$ cat src/rtl/div_iter.sv
// div_iter: iterative restoring divider, signed/unsigned per request, fixed 33-cycle result latency
module div_iter #(
  parameter int WIDTH = 32
) (
  input  logic               clk,
  input  logic               reset,
  input  logic               s_axis_dividend_tvalid,
  input  logic [WIDTH-1:0]   s_axis_dividend_tdata,
  input  logic               s_axis_dividend_tuser,
  output logic               s_axis_dividend_tready,
  input  logic               s_axis_divisor_tvalid,
  input  logic [WIDTH-1:0]   s_axis_divisor_tdata,
  output logic               s_axis_divisor_tready,
  output logic               m_axis_dout_tvalid,
  output logic [2*WIDTH-1:0] m_axis_dout_tdata
);
  localparam int CW = $clog2(WIDTH);
  typedef enum logic [1:0] {IDLE, CALC, FIX, DONE} state_t;
  state_t state_q, state_d;
  logic [CW-1:0] cnt_q, cnt_d;
  logic [WIDTH-1:0] rem_q, rem_d, quo_q, quo_d, dvs_q, dvs_d, dvd_q, dvd_d;
  logic qneg_q, qneg_d, rneg_q, rneg_d;
  logic [2*WIDTH-1:0] dout_q, dout_d;
  logic [WIDTH:0] shl, trial;
  logic [WIDTH-1:0] qfix, rfix;
  logic go, a_neg, b_neg;
  assign go = state_q == IDLE && s_axis_dividend_tvalid && s_axis_divisor_tvalid;
  assign a_neg = s_axis_dividend_tuser & s_axis_dividend_tdata[WIDTH-1];
  assign b_neg = s_axis_dividend_tuser & s_axis_divisor_tdata[WIDTH-1];
  assign shl = {rem_q, quo_q[WIDTH-1]};
  assign trial = shl - {1'b0, dvs_q};
  assign qfix = dvs_q == '0 ? '1 : qneg_q ? -quo_q : quo_q;
  assign rfix = dvs_q == '0 ? dvd_q : rneg_q ? -rem_q : rem_q;
  assign s_axis_dividend_tready = state_q == IDLE;
  assign s_axis_divisor_tready = state_q == IDLE;
  assign m_axis_dout_tvalid = state_q == DONE;
  assign m_axis_dout_tdata = dout_q;
  always_comb begin
    state_d = go ? CALC
            : state_q == CALC ? (cnt_q == CW'(WIDTH - 1) ? FIX : CALC)
            : state_q == FIX ? DONE
            : state_q == DONE ? IDLE : state_q;
    cnt_d = state_q == CALC ? cnt_q + 1'b1 : '0;
    rem_d = rem_q;
    quo_d = quo_q;
    dvs_d = dvs_q;
    dvd_d = dvd_q;
    qneg_d = qneg_q;
    rneg_d = rneg_q;
    dout_d = dout_q;
    if (go) begin
      rem_d = '0;
      quo_d = a_neg ? -s_axis_dividend_tdata : s_axis_dividend_tdata;
      dvs_d = b_neg ? -s_axis_divisor_tdata : s_axis_divisor_tdata;
      dvd_d = s_axis_dividend_tdata;
      qneg_d = a_neg ^ b_neg;
      rneg_d = a_neg;
    end else if (state_q == CALC) begin
      rem_d = trial[WIDTH] ? shl[WIDTH-1:0] : trial[WIDTH-1:0];
      quo_d = {quo_q[WIDTH-2:0], ~trial[WIDTH]};
    end else if (state_q == FIX) begin
      dout_d = {qfix, rfix};
    end
  end
  always_ff @(posedge clk) begin
    if (reset) begin
      state_q <= IDLE;
      cnt_q <= '0;
      rem_q <= '0;
      quo_q <= '0;
      dvs_q <= '0;
      dvd_q <= '0;
      qneg_q <= 1'b0;
      rneg_q <= 1'b0;
      dout_q <= '0;
    end else begin
      state_q <= state_d;
      cnt_q <= cnt_d;
      rem_q <= rem_d;
      quo_q <= quo_d;
      dvs_q <= dvs_d;
      dvd_q <= dvd_d;
      qneg_q <= qneg_d;
      rneg_q <= rneg_d;
      dout_q <= dout_d;
    end
  end
endmodule
$ cat config.mk
export PLATFORM = sky130hd
export DESIGN_NAME = div_iter
export DESIGN_NICKNAME = d
export VERILOG_FILES = /design/src/rtl/div_iter.sv
export SDC_FILE = /design/constraint.sdc
export NUM_CORES = 1
export LEC_CHECK = 0
export BUFFER_PORTS_ARGS = -buffer_cell sky130_fd_sc_hd__buf_2
export CELL_PAD_IN_SITES_DETAIL_PLACEMENT = 0
export CELL_PAD_IN_SITES_GLOBAL_PLACEMENT = 1
export CORE_AREA = 2 2 171 190
export DETAILED_ROUTE_END_ITERATION = 10
export DIE_AREA = 0 0 173 192
export GPL_TIMING_DRIVEN = 0
export PLACE_DENSITY_LB_ADDON = 0.2
export SYNTH_ARGS = -nofsm -noshare
export SYNTH_HDL_FRONTEND = slang
export SYNTH_SLANG_ARGS = --single-unit
$ cat constraint.sdc
create_clock -name clk -period 3.3 [get_ports clk]
set_input_delay 0.165 -clock clk [delete_from_list [all_inputs] [get_ports clk]]
set_output_delay 0.165 -clock clk [all_outputs]
set_load 0.02 [all_outputs]
* Yosys cells after proc, flatten, opt, wreduce, memory -nomap -nowiden
Index checks and enable logic that the tools add are counted.
** Storage, ports and cells
- Register bits after elaboration :: 201
- Latch bits :: 0
- Bits in writable memories :: 0
- Memory bits (read-only) :: 0
- Bits of input ports :: 69
- Output and inout bits :: 67
- Logic and storage cells :: 50
- Memories :: 0
** Cells by class
- $add $sub $neg :: 6
- Multiply operators :: 0
- Divide/modulo/power cells :: 0
- $lt $le $gt $ge :: 0
- Eq/ne operators :: 4
- Shift-type cells :: 0
- Mux-type cells :: 14
- Bitwise operators :: 6
- Reduce and logical (&&, ||, !) cells :: 10
** Operators with widths (count)
- $mux 32 :: 9
- $neg 32->32 :: 4
- $sub 33x32->33 :: 1
- $logic_not 32->1 :: 1
- $mux 2 :: 4
- $add 5x1->5 const B :: 1
- $eq 5x5->1 const B :: 1
- $eq 2x2->1 const B :: 2
- $reduce_bool 4->1 :: 1
- $reduce_or 2->1 :: 2
- $not 1->1 :: 3
- $reduce_and 3->1 :: 1
- $reduce_bool 3->1 :: 1
- $and 1x1->1 :: 2
- $eq 2x1->1 const B :: 1
- $logic_and 1x1->1 :: 2
- $logic_not 2->1 :: 1
- $reduce_bool 2->1 :: 1
- $mux 1 :: 1
- $xor 1x1->1 :: 1

* Longest topological paths before layout
Gate-level depths: netlist (run 1).
- Depth after elaboration :: 5
- Depth in mapped cells :: 14

* Worst setup path after synthesis (run 1)
OpenSTA, ideal clock, no wires.
- Kind :: register to register
- Start point :: reg quo_q[31]
- End point :: reg quo_q[0]
- Arrival :: 3.126 ns
- Data required time :: 3.205 ns
- Path slack :: 0.079 ns
- Stages on the path, launching flop included :: 14
- Path buffers :: 2
- Cell sequence :: dfxtp_1 inv_1 ha_1 fa_1 nor2b_1 o31ai_1 a221oi_1 o2111ai_1 a221o_1 a221oi_2 buf_2 buf_2 nand2_1 a221oi_1
** On the way
- Longest elaborated chain between the ends :: 4
** RTL lines
- start, declared :: RTL line 21 : logic [WIDTH-1:0] rem_q, rem_d, quo_q, quo_d, dvs_q, dvs_d, dvd_q, dvd_d;
- start signal, assigned :: RTL line 80 : quo_q <= quo_d;
- $sub 33x32->33 :: RTL line 31 : assign trial = shl - {1'b0, dvs_q};
- $not 1->1 :: RTL line 60 : quo_d = {quo_q[WIDTH-2:0], ~trial[WIDTH]};
- $mux 32 :: RTL line 58 : end else if (state_q == CALC) begin
- $mux 32 :: RTL line 51 : if (go) begin
Every way passes these cells. The select of a mux whose other input is x is not followed.
A chain may end at the register's enable or synchronous reset.

* Worst setup path in the final report (run 1)
- Start point :: reg quo_q[31]
- End point :: reg rem_q[25]
** On the way
- Longest elaborated chain between the ends :: 2
** RTL lines
- $sub 33x32->33 :: RTL line 31
- $mux 32 :: RTL line 59 : rem_d = trial[WIDTH] ? shl[WIDTH-1:0] : trial[WIDTH-1:0];
- end signal, assigned :: RTL line 79 : rem_q <= rem_d;
- end, declared :: RTL line 21
Every way passes these cells.

==> run_results.csv, run 1 <==
group,metric,value,unit
logic_synthesis,yosysTopAreaCellShare,32.4,%
floorplan,start_util,39.8,%
timing,slew_headroom,44.5,%
logic_synthesis,synth_edf_count,0,
placed_design,gp_congestion,0.915,
global_routing,track_usage,25.3,%
setup_path,critPathSlowestCell,"a221o_1",
clock_tree,htree_levels,1,
route,top_layer_used,"met4",
run,maxCapViolations,0,
route,drt-wirelength-per-cell,19.4,um
finish,area_delta_synth_final,23.0,%
floorplan,core-area,0.0311,mm2
logic_synthesis,syn-cell-area,0.0124,mm2
setup_path,crit_path_cell_trace,"inv_4, ha_4, fa_2, nor2b_4, o31ai_4, a221oi_4, o2111ai_2, a221o_1, a221oi_4, buf_6, buf_12, mux2i_1, a21oi_1",
setup_path,start_kind,"flip-flop",
finish,multiInputGateArea,0.00793,mm2
pwr,fin_total_pwr,8.04,mW
logic_synthesis,syn_avg_cell_area,7.87,um2
logic_synthesis,yosys.cell_count.top_type,"dfxtp_1",
setup_path,arrival,3.62,ns
route,drt_iter0_drc,645,
placed_design,place_hpwl,33300,um
logic_synthesis,synth_commonest_cells,"dfxtp_1 (201), nor2_1 (176), nand2_1 (164)",
clock_tree,clk_latency,0.54,ns
finish,seqCellArea,0.00405,mm2
timing,hold_viol,0,
logic_synthesis,ys_ff_latch,201,
route,drt-vias-per-instance,5.46,
placed_design,io_buffers,135,
pwr,p_per_area,527,mW/mm2
finish,final_cell_area,0.0153,mm2
route,drt-met1-wl,18100,um
timing,final_max_slew_viol_count,0,
clock_tree,cts_buffer_depth,3,
pwr,leakage,5.87,nW
global_routing,grt_max_degree,13,
route,drt_wl_total,43200,um
timing,setup_viol_count_final,0,
setup_path,crit_path_max_incr_delay,0.44,ns
route,wl_met3,1870,um
min_path,hold_path_class,"primary input to flip-flop",
route,ant_nets,0,
clock_tree,cts_tree,"done",
timing,period_share,98.2,%
logic_synthesis,seq_area_frac_synth,32.4,%
timing,fin_crit,3.24,ns
floorplan,dieWidth,173,um
floorplan,die_h,192,um
logic_synthesis,yosys_warnings,0,
setup_path,path_class,"flip-flop to flip-flop",
floorplan,dieArea,0.0332,mm2
timing,finClkSkew,0.0288,ns
setup_path,end_kind,"flip-flop",
timing,setup-tns-final,0,ns
global_routing,grt_first_pass_wirelength,66200,um
finish,antennaDiodeCount,0,
global_routing,antenna_found_initial,0,
finish,final.fill_count,3153,
run_status,status,"finished clean",
setup_path,crit_required,3.68,ns
placed_design,postPlaceCellArea,0.0136,mm2
pwr,vdd_drop_max,368,uV
setup_path,cp_max_fo,5,
timing,fmax,309,MHz
clock_tree,cts.sinks,201,
finish,finalNetCount,1911,
global_routing,globalRoute.totalOverflow,0,
logic_synthesis,ys.flop_type,"dfxtp_1",
clock_tree,cts_buffers,24,
route,drc,0,
logic_synthesis,synth_top_area_cell,"dfxtp_1",
logic_synthesis,synth_nets,1689,
floorplan,pin_count,136,
logic_synthesis,syn_inst,1576,
route,num_vias,12200,
logic_synthesis,synth_async_sr_flop_share,0,%
floorplan,rows,68,
global_routing,grt_pass1_vias,11600,
clock_tree,cts_root_buffer,"clkbuf_16",
setup_path,cpMostUsedCell,"a221oi_4",
route,met2WireLength,21200,um
route,first_pass_iters,5,
timing,rsz0062_at_grt,"yes",
logic_synthesis,yosys-top-cells-area,"dfxtp_1 (32%), mux2i_1 (6.9%), nor2_1 (5.3%)",
timing,worstMarginPinSlew,0.832,ns
finish,drive_above_1_share,13.9,%
clock_tree,clk_pin_slew_worst_paths,0.07,ns
logic_synthesis,synth.distinct_cells,70,
through the flow:
step	utilization, %	setup slack [ns]	hold WS (ns)	std cells
6_report	49.0	0.0587	0.0267	2232
5_1_grt	49.0	-0.0723	0.0228	2232
4_1_cts	48.3	-0.0168	0.00792	2230
3_5_place_dp	43.7	-1.02	0.448	2131
3_3_place_gp	43.7	-0.997	0.431	2131
2_1_floorplan	-	0.0786	0.301	1576
final cells by class:
class | count | area share (%)
timing repair buffer | 201 | 8.85
sequential | 201 | 26.5
tap | 420 | 3.44
multi-input combinational | 1209 | 52.0
clock inverter | 6 | 0.271
buffer | 102 | 2.94
clock buffer | 34 | 4.51
inverter | 59 | 1.47
report_power, final:
group          leakage, nW  switching [mW]  internal [mW]
registers             1.64           0.188           2.56
logic                 3.87            1.51           1.26
clock network        0.364            1.07           1.44
path summary, 6_finish.rpt:
kind / endpoint / slack, ns / startpoint / cells past startpoint
min reg2reg: cnt_q[0]$_SDFF_PP0_ / 0.45 / cnt_q[0]$_SDFF_PP0_ / 1
max: rem_q[25]$_SDFFE_PP0P_ / 0.06 / quo_q[31]$_SDFFE_PP0P_ / 13
max reg2reg: rem_q[25]$_SDFFE_PP0P_ / 0.06 / quo_q[31]$_SDFFE_PP0P_ / 13
min: dvs_q[27]$_SDFFE_PP0P_ / 0.03 / s_axis_divisor_tdata[27] / 3
state kept, by name, summed over array words and instances (netlist names):
signal             cells
rneg_q                 1
cnt_q                  5
dvd_q                 32
qneg_q                 1
dvs_q                 32
quo_q                 32
state_q                2
m_axis_dout_tdata     64
rem_q                 32
critical path, delay by kind of cell, from the launching register on:
| family | cells | cell delay, ns |
|---|---|---|
| AOI/OAI and AO/OA | 6 | 1.45 |
| adders and majority gates | 2 | 0.54 |
| buffers and inverters | 3 | 0.38 |
| DFF | 1 | 0.35 |
| muxes | 1 | 0.20 |
| and+or+nand+nor | 1 | 0.16 |
per-layer routing:
| layer | vias up | global-route usage (%) |
|---|---|---|
| met5 | - | 0 |
| met3 | 81 | 3.48 |
| met1 | 5813 | 30.1 |
| li1 | 6034 | - |
| met4 | 0 | 10.5 |
| met2 | 258 | 45.7 |
logic make-up after synthesis:
kind of cell,Yosys count,share of synthesized area (%)
buffers and inverters,166,5.13
adder cells (fa/ha/maj),44,4.50
flip-flops,201,32.4
AND/OR/NAND/NOR,496,18.5
XOR/XNOR,139,9.81
AO/OA/AOI/OAI,444,22.7
multiplexers,86,6.95
repair_timing:
item | CTS | global route
endpoints found under the setup margin | 33 | 37
cloned | 1 | 1
pin swaps | 7 | 25
hold buffers | 54 | 0
setup buffers | 6 | 4
hold endpoints to repair | 57 | 0
resized for setup | 33 | 42
cell usage in the layout (no fill, tap or decap), types with 11 or more instances in the layout:
master         synthesis  routed
dfxtp_1              201     186
nor2_1               176     175
nand2_1              164     164
buf_2                  8     135
a21oi_1              119     118
o21ai_0              106     105
clkbuf_1              91      91
mux2i_1               85      83
xor2_1                71      71
xnor2_1               68      68
inv_1                 59      58
a211oi_1              56      56
dlygate4sd3_1          0      54
ha_1                  43      34
o31ai_1               30      29
o22ai_1               28      28
clkbuf_16              0      25
or3_1                 24      24
nand3_1               20      19
nor3_1                19      19
nand2b_1              19      19
a21o_1                18      18
nor4_1                17      16
a31oi_1               14      14
buf_4                  1      13
dfxtp_2                0      13
a311oi_1              11      11
No activity file was read; power rests on OpenSTA's default activity.
==> run 2, diff against run 1 <==
--- a/config.mk
+++ b/config.mk
@@ -12,7 +12,10 @@
 export DETAILED_ROUTE_END_ITERATION = 10
 export DIE_AREA = 0 0 173 192
 export GPL_TIMING_DRIVEN = 0
+export MAX_ROUTING_LAYER = met4
 export PLACE_DENSITY_LB_ADDON = 0.2
+export SKIP_CTS_REPAIR_TIMING = 1
 export SYNTH_ARGS = -nofsm -noshare
 export SYNTH_HDL_FRONTEND = slang
 export SYNTH_SLANG_ARGS = --single-unit
+export TNS_END_PERCENT = 100
==> run_results.csv, run 2 (synthesis gave the netlist of run 1 again) <==
group,metric,value,unit
clock_tree,cts_buffer_depth,3,
setup_path,crit_path_cell_trace,"inv_4, ha_4, fa_2, nor2b_4, o31ai_4, a221oi_2, o2111ai_2, a221o_1, a221oi_4, buf_6, buf_6, o21ai_0, a31oi_1, nor2_1",
global_routing,grt_max_degree,13,
setup_path,crit_buf_inv,3,
setup_path,end_kind,"flip-flop",
finish,area_delta_synth_final,22.4,%
floorplan,die_h,192,um
setup_path,cp_top_family,"compound AO/OA/AOI/OAI gates",
placed_design,dp_slack,-1.03,ns
setup_path,cpMostUsedCell,"buf_6",
finish,drive_above_1_share,13.6,%
timing,rsz0062_at_grt,"yes",
pwr,leakage,5.87,nW
placed_design,gp_congestion,0.922,
timing,finalHoldWorstSlack,-0.0260,ns
floorplan,core-area,0.0311,mm2
timing,fin_ws,-0.0204,ns
run_status,failed_checks,"negative hold slack, negative setup slack",
timing,period_share,101,%
placed_design,io_buffers,135,
setup_path,cp_max_fo,7,
timing,worstMarginPinSlew,1.16,ns
clock_tree,cts_buffers,24,
setup_path,path_class,"flip-flop to flip-flop",
floorplan,dieWidth,173,um
finish,antennaDiodeCount,0,
setup_path,arrival,3.75,ns
finish,final_cell_area,0.0152,mm2
clock_tree,clk_latency,0.54,ns
route,drt_wl_total,43600,um
timing,slew_headroom,22.0,%
pwr,fin_total_pwr,8.38,mW
timing,final_max_slew_viol_count,0,
floorplan,dieArea,0.0332,mm2
min_path,hold_path_class,"primary input to flip-flop",
timing,fin_crit,3.32,ns
global_routing,antenna_found_initial,0,
timing,fmax,301,MHz
timing,finClkSkew,0.0204,ns
route,drt-wirelength-per-cell,19.6,um
setup_path,r2r_slack,-0.02,ns
pwr,vdd_drop_max,379,uV
timing,setup_viol_count_final,3,
setup_path,critPathSlowestCell,"fa_2",
clock_tree,clk_pin_slew_worst_paths,0.07,ns
timing,hold_viol,4,
placed_design,place_hpwl,33400,um
setup_path,crit_path_max_incr_delay,0.42,ns
finish,finalNetCount,1901,
route,ant_nets,0,
finish,final_common_cell,"dfxtp_1",
clock_tree,cts.sinks,201,
global_routing,grt_pass1_vias,11500,
finish,layout_common_cells,"dfxtp_1 (192), nor2_1 (174), nand2_1 (164)",
floorplan,rows,68,
finish,largest_reg_flops,64,
setup_path,crit_required,3.73,ns
global_routing,track_usage,25.8,%
floorplan,start_util,39.8,%
clock_tree,htree_levels,1,
route,drc,0,
route,num_vias,12200,
floorplan,pin_count,136,
route,first_pass_iters,6,
route,drt_iter0_drc,716,
setup_path,start_kind,"flip-flop",
clock_tree,cts_tree,"done",
placed_design,postPlaceCellArea,0.0136,mm2
global_routing,globalRoute.totalOverflow,0,
global_routing,grt_first_pass_wirelength,65500,um
run,maxCapViolations,0,
pwr,p_per_area,552,mW/mm2
clock_tree,cts_root_buffer,"clkbuf_16",
route,drt-vias-per-instance,5.48,
run_status,status,"finished with violations",
run 2: changes by cell type in the layout (fill, tap and decap cells not counted), moves of 3 or more:
cell / previous run / this run
ha_4: 6 / 1
buf_4: 13 / 6
dfxtp_1: 186 / 192
dlygate4sd3_1: 54 / 41
clkbuf_16: 25 / 28
dfxtp_2: 13 / 8
ha_1: 34 / 41
buf_2: 135 / 139
run 2: worst reg2reg max path, delay by kind of cell (launching register included):
kind                       cells  cell delay [ns]
buffers and inverters          3             0.36
and+or+nand+nor                2             0.23
AOI/OAI and AO/OA              7             1.69
DFF                            1             0.36
adders and majority gates      2             0.59
run 2: power by group:
| part | internal, mW | switching (mW) |
|---|---|---|
| logic | 1.30 | 1.55 |
| registers | 2.56 | 0.186 |
| clock network | 1.69 | 1.11 |
run 2: area by class of cell:
cell class | instances | area, um2
fillers | 3182 | 16000
multi-input cells | 1209 | 7880
flip-flops and latches | 201 | 4040
repair buffers | 189 | 1250
clock buffers | 35 | 733
well taps | 420 | 526
plain buffers | 104 | 450
inverters | 59 | 224
clock inverters | 7 | 85.1
run 2: metrics by stage:
step	std cells	TNS (ns)	util [%]
finish	2224	-0.0366	48.8
global route	2224	-3.41	48.8
CTS	2173	-26.57	46.3
detailed placement	2131	-26.45	43.7
global placement	2131	-25.67	43.7
floorplan	1576	0	-
run 2: final timing paths:
| path | cells after the start | to | start |
|---|---|---|---|
| worst min register to register | 1 | cnt_q[0]$_SDFF_PP0_ | cnt_q[0]$_SDFF_PP0_ |
| worst max-delay path | 14 | rem_q[29]$_SDFFE_PP0P_ | quo_q[31]$_SDFFE_PP0P_ |
| worst min-delay path | 3 | dvd_q[1]$_SDFFE_PP0P_ | s_axis_dividend_tdata[1] |
| worst max register to register | 14 | rem_q[29]$_SDFFE_PP0P_ | quo_q[31]$_SDFFE_PP0P_ |
run 2: metal layers:
| metal | vias up | GRT usage (%) | wire [um] |
|---|---|---|---|
| met1 | 5757 | 29.6 | 18300 |
| li1 | 6035 | - | - |
| met2 | 303 | 45.8 | 21400 |
| met5 | - | - | 0 |
| met3 | 89 | 2.77 | 1840 |
| met4 | 0 | 11.4 | 1990 |
==> run 3, diff against run 2 <==
--- a/config.mk
+++ b/config.mk
@@ -8,9 +8,9 @@
 export BUFFER_PORTS_ARGS = -buffer_cell sky130_fd_sc_hd__buf_2
 export CELL_PAD_IN_SITES_DETAIL_PLACEMENT = 0
 export CELL_PAD_IN_SITES_GLOBAL_PLACEMENT = 1
-export CORE_AREA = 2 2 171 190
+export CORE_AREA = 2 2 157 174
 export DETAILED_ROUTE_END_ITERATION = 10
-export DIE_AREA = 0 0 173 192
+export DIE_AREA = 0 0 159 176
 export GPL_TIMING_DRIVEN = 0
 export MAX_ROUTING_LAYER = met4
 export PLACE_DENSITY_LB_ADDON = 0.2
==> constraint.sdc (replaced) <==
create_clock -name clk -period 4.3 [get_ports clk]
set_input_delay 0.215 -clock clk [delete_from_list [all_inputs] [get_ports clk]]
set_output_delay 0.215 -clock clk [all_outputs]
set_load 0.02 [all_outputs]
==> run_results.csv, run 3 (synthesis gave the netlist of run 1 again) <==
group,metric,value,unit
route,num_vias,12200,
timing,slew_headroom,9.53,%
global_routing,globalRoute.totalOverflow,0,
pwr,vdd_drop_max,226,uV
timing,period_share,95.0,%
setup_path,critPathSlowestCell,"a221o_1",
floorplan,core-area,0.0261,mm2
global_routing,grt_max_degree,13,
finish,final_common_cell,"dfxtp_1",
run,maxCapViolations,0,
clock_tree,cts.sinks,201,
timing,fin_crit,4.08,ns
clock_tree,htree_levels,1,
timing,worstMarginPinSlew,1.34,ns
placed_design,gp_congestion,0.914,
setup_path,cpMostUsedCell,"buf_2",
run_status,failed_checks,"negative hold slack",
finish,drive_above_1_share,11.6,%
finish,final.fill_count,2623,
min_path,hold_path_class,"primary input to flip-flop",
placed_design,placed_cells,2063,
finish,antennaDiodeCount,0,
setup_path,crit_path_cell_trace,"inv_1, ha_1, fa_1, nor2b_1, o31ai_1, a221oi_2, o2111ai_1, a221o_1, a221oi_4, buf_2, buf_2, nand2_1, a221oi_1",
finish,layout_common_cells,"dfxtp_1 (201), nor2_1 (176), nand2_1 (164)",
timing,final_max_slew_viol_count,0,
floorplan,rows,62,
clock_tree,cts_tree,"done",
global_routing,grt_first_pass_wirelength,63800,um
route,drt-vias-per-instance,5.79,
placed_design,postPlaceCellArea,0.0135,mm2
clock_tree,cts_buffer_depth,3,
finish,area_delta_synth_final,16.2,%
clock_tree,clk_latency,0.54,ns
timing,rsz0062_at_grt,"no",
floorplan,dieWidth,159,um
pwr,leakage,5.60,nW
floorplan,dieArea,0.0280,mm2
setup_path,path_class,"flip-flop to flip-flop",
route,drt_iter0_drc,898,
floorplan,pin_count,136,
clock_tree,cts_buffers,24,
placed_design,place_hpwl,32000,um
route,drc,0,
pwr,p_per_area,419,mW/mm2
timing,fmax,245,MHz
setup_path,cp_max_fo,10,
global_routing,antenna_found_initial,0,
route,drt_wl_total,41100,um
finish,finalNetCount,1856,
floorplan,start_util,47.6,%
setup_path,crit_required,4.75,ns
clock_tree,clk_pin_slew_worst_paths,0.06,ns
run_status,status,"finished with violations",
global_routing,track_usage,29.5,%
timing,finClkSkew,0.0237,ns
finish,final_cell_area,0.0144,mm2
finish,layout.cells.non_filler,2113,
route,first_pass_iters,5,
global_routing,grt_pass1_vias,11700,
setup_path,arrival,4.53,ns
timing,setup-tns-final,0,ns
finish,multiInputGateArea,0.00776,mm2
finish,largest_reg_flops,64,
route,ant_nets,0,
timing,hold_viol,13,
timing,finalHoldWorstSlack,-0.0319,ns
route,drt-wirelength-per-cell,19.4,um
setup_path,end_kind,"flip-flop",
placed_design,io_buffers,135,
finish,seqCellArea,0.00402,mm2
setup_path,crit_path_max_incr_delay,0.44,ns
clock_tree,cts_root_buffer,"clkbuf_16",
setup_path,start_kind,"flip-flop",
floorplan,die_h,176,um
timing,setup_viol_count_final,0,
[run 3: cell types whose count changed in the layout (fill, tap and decap cells not counted), moves of 4 or more]
cell and delta:
dlygate4sd3_1 -35, dfxtp_2 -8, buf_2 +4, buf_6 -6, clkbuf_1 +4, buf_4 -5
clkbuf_16 -4, dfxtp_1 +9
[run 3: power by group]
part | switching, mW | leakage (nW) | total (mW) | internal, mW
logic | 1.10 | 3.55 | 1.85 | 0.743
registers | 0.141 | 1.64 | 2.10 | 1.96
clock network | 0.846 | 0.407 | 2.10 | 1.25
[run 3: critical path: cells and delay by family (launching register included)]
family          cells  cell delay (ns)
compound gates      6             1.82
buf+inv             3             0.74
fa+ha+maj           2             0.71
flops               1             0.37
simple gates        2             0.34
[run 3: cell type report]
type / count / area share, %
buffer: 107 / 2.88
clock buffer: 34 / 4.84
clock inverter: 10 / 0.824
inverter: 59 / 1.54
multi-input combinational: 1209 / 53.9
sequential: 201 / 27.9
tap: 352 / 3.05
timing repair buffer: 141 / 5.10
[run 3: path summary, 6_finish.rpt]
path | endpoint | cells after the start | slack, ns | startpoint
worst max-delay path | quo_q[0]$_SDFFE_PP0P_ | 13 | 0.22 | quo_q[31]$_SDFFE_PP0P_
worst min-delay path | dvs_q[0]$_SDFFE_PP0P_ | 3 | -0.03 | s_axis_divisor_tdata[0]
worst max register to register | quo_q[0]$_SDFFE_PP0P_ | 13 | 0.22 | quo_q[31]$_SDFFE_PP0P_
worst min register to register | cnt_q[0]$_SDFF_PP0_ | 1 | 0.45 | cnt_q[0]$_SDFF_PP0_
[run 3: through the flow]
step | power (mW) | setup slack, ns | util [%]
CTS | 6.02 | 0.0500 | 55.0
detailed placement | 3.93 | 0.0656 | 51.9
global placement | 3.93 | 0.0480 | 51.9
global route | 6.31 | 0.00866 | 55.3
floorplan | 3.44 | 1.08 | -
finish | 6.05 | 0.216 | 55.3
[run 3: routing by layer]
layer	GRT usage (%)	wire, um	vias to the layer above
li1	-	-	5936
met1	35.4	17500	5793
met2	50.6	19700	406
met3	2.58	1830	100
met4	13.8	2000	0
met5	-	0	-
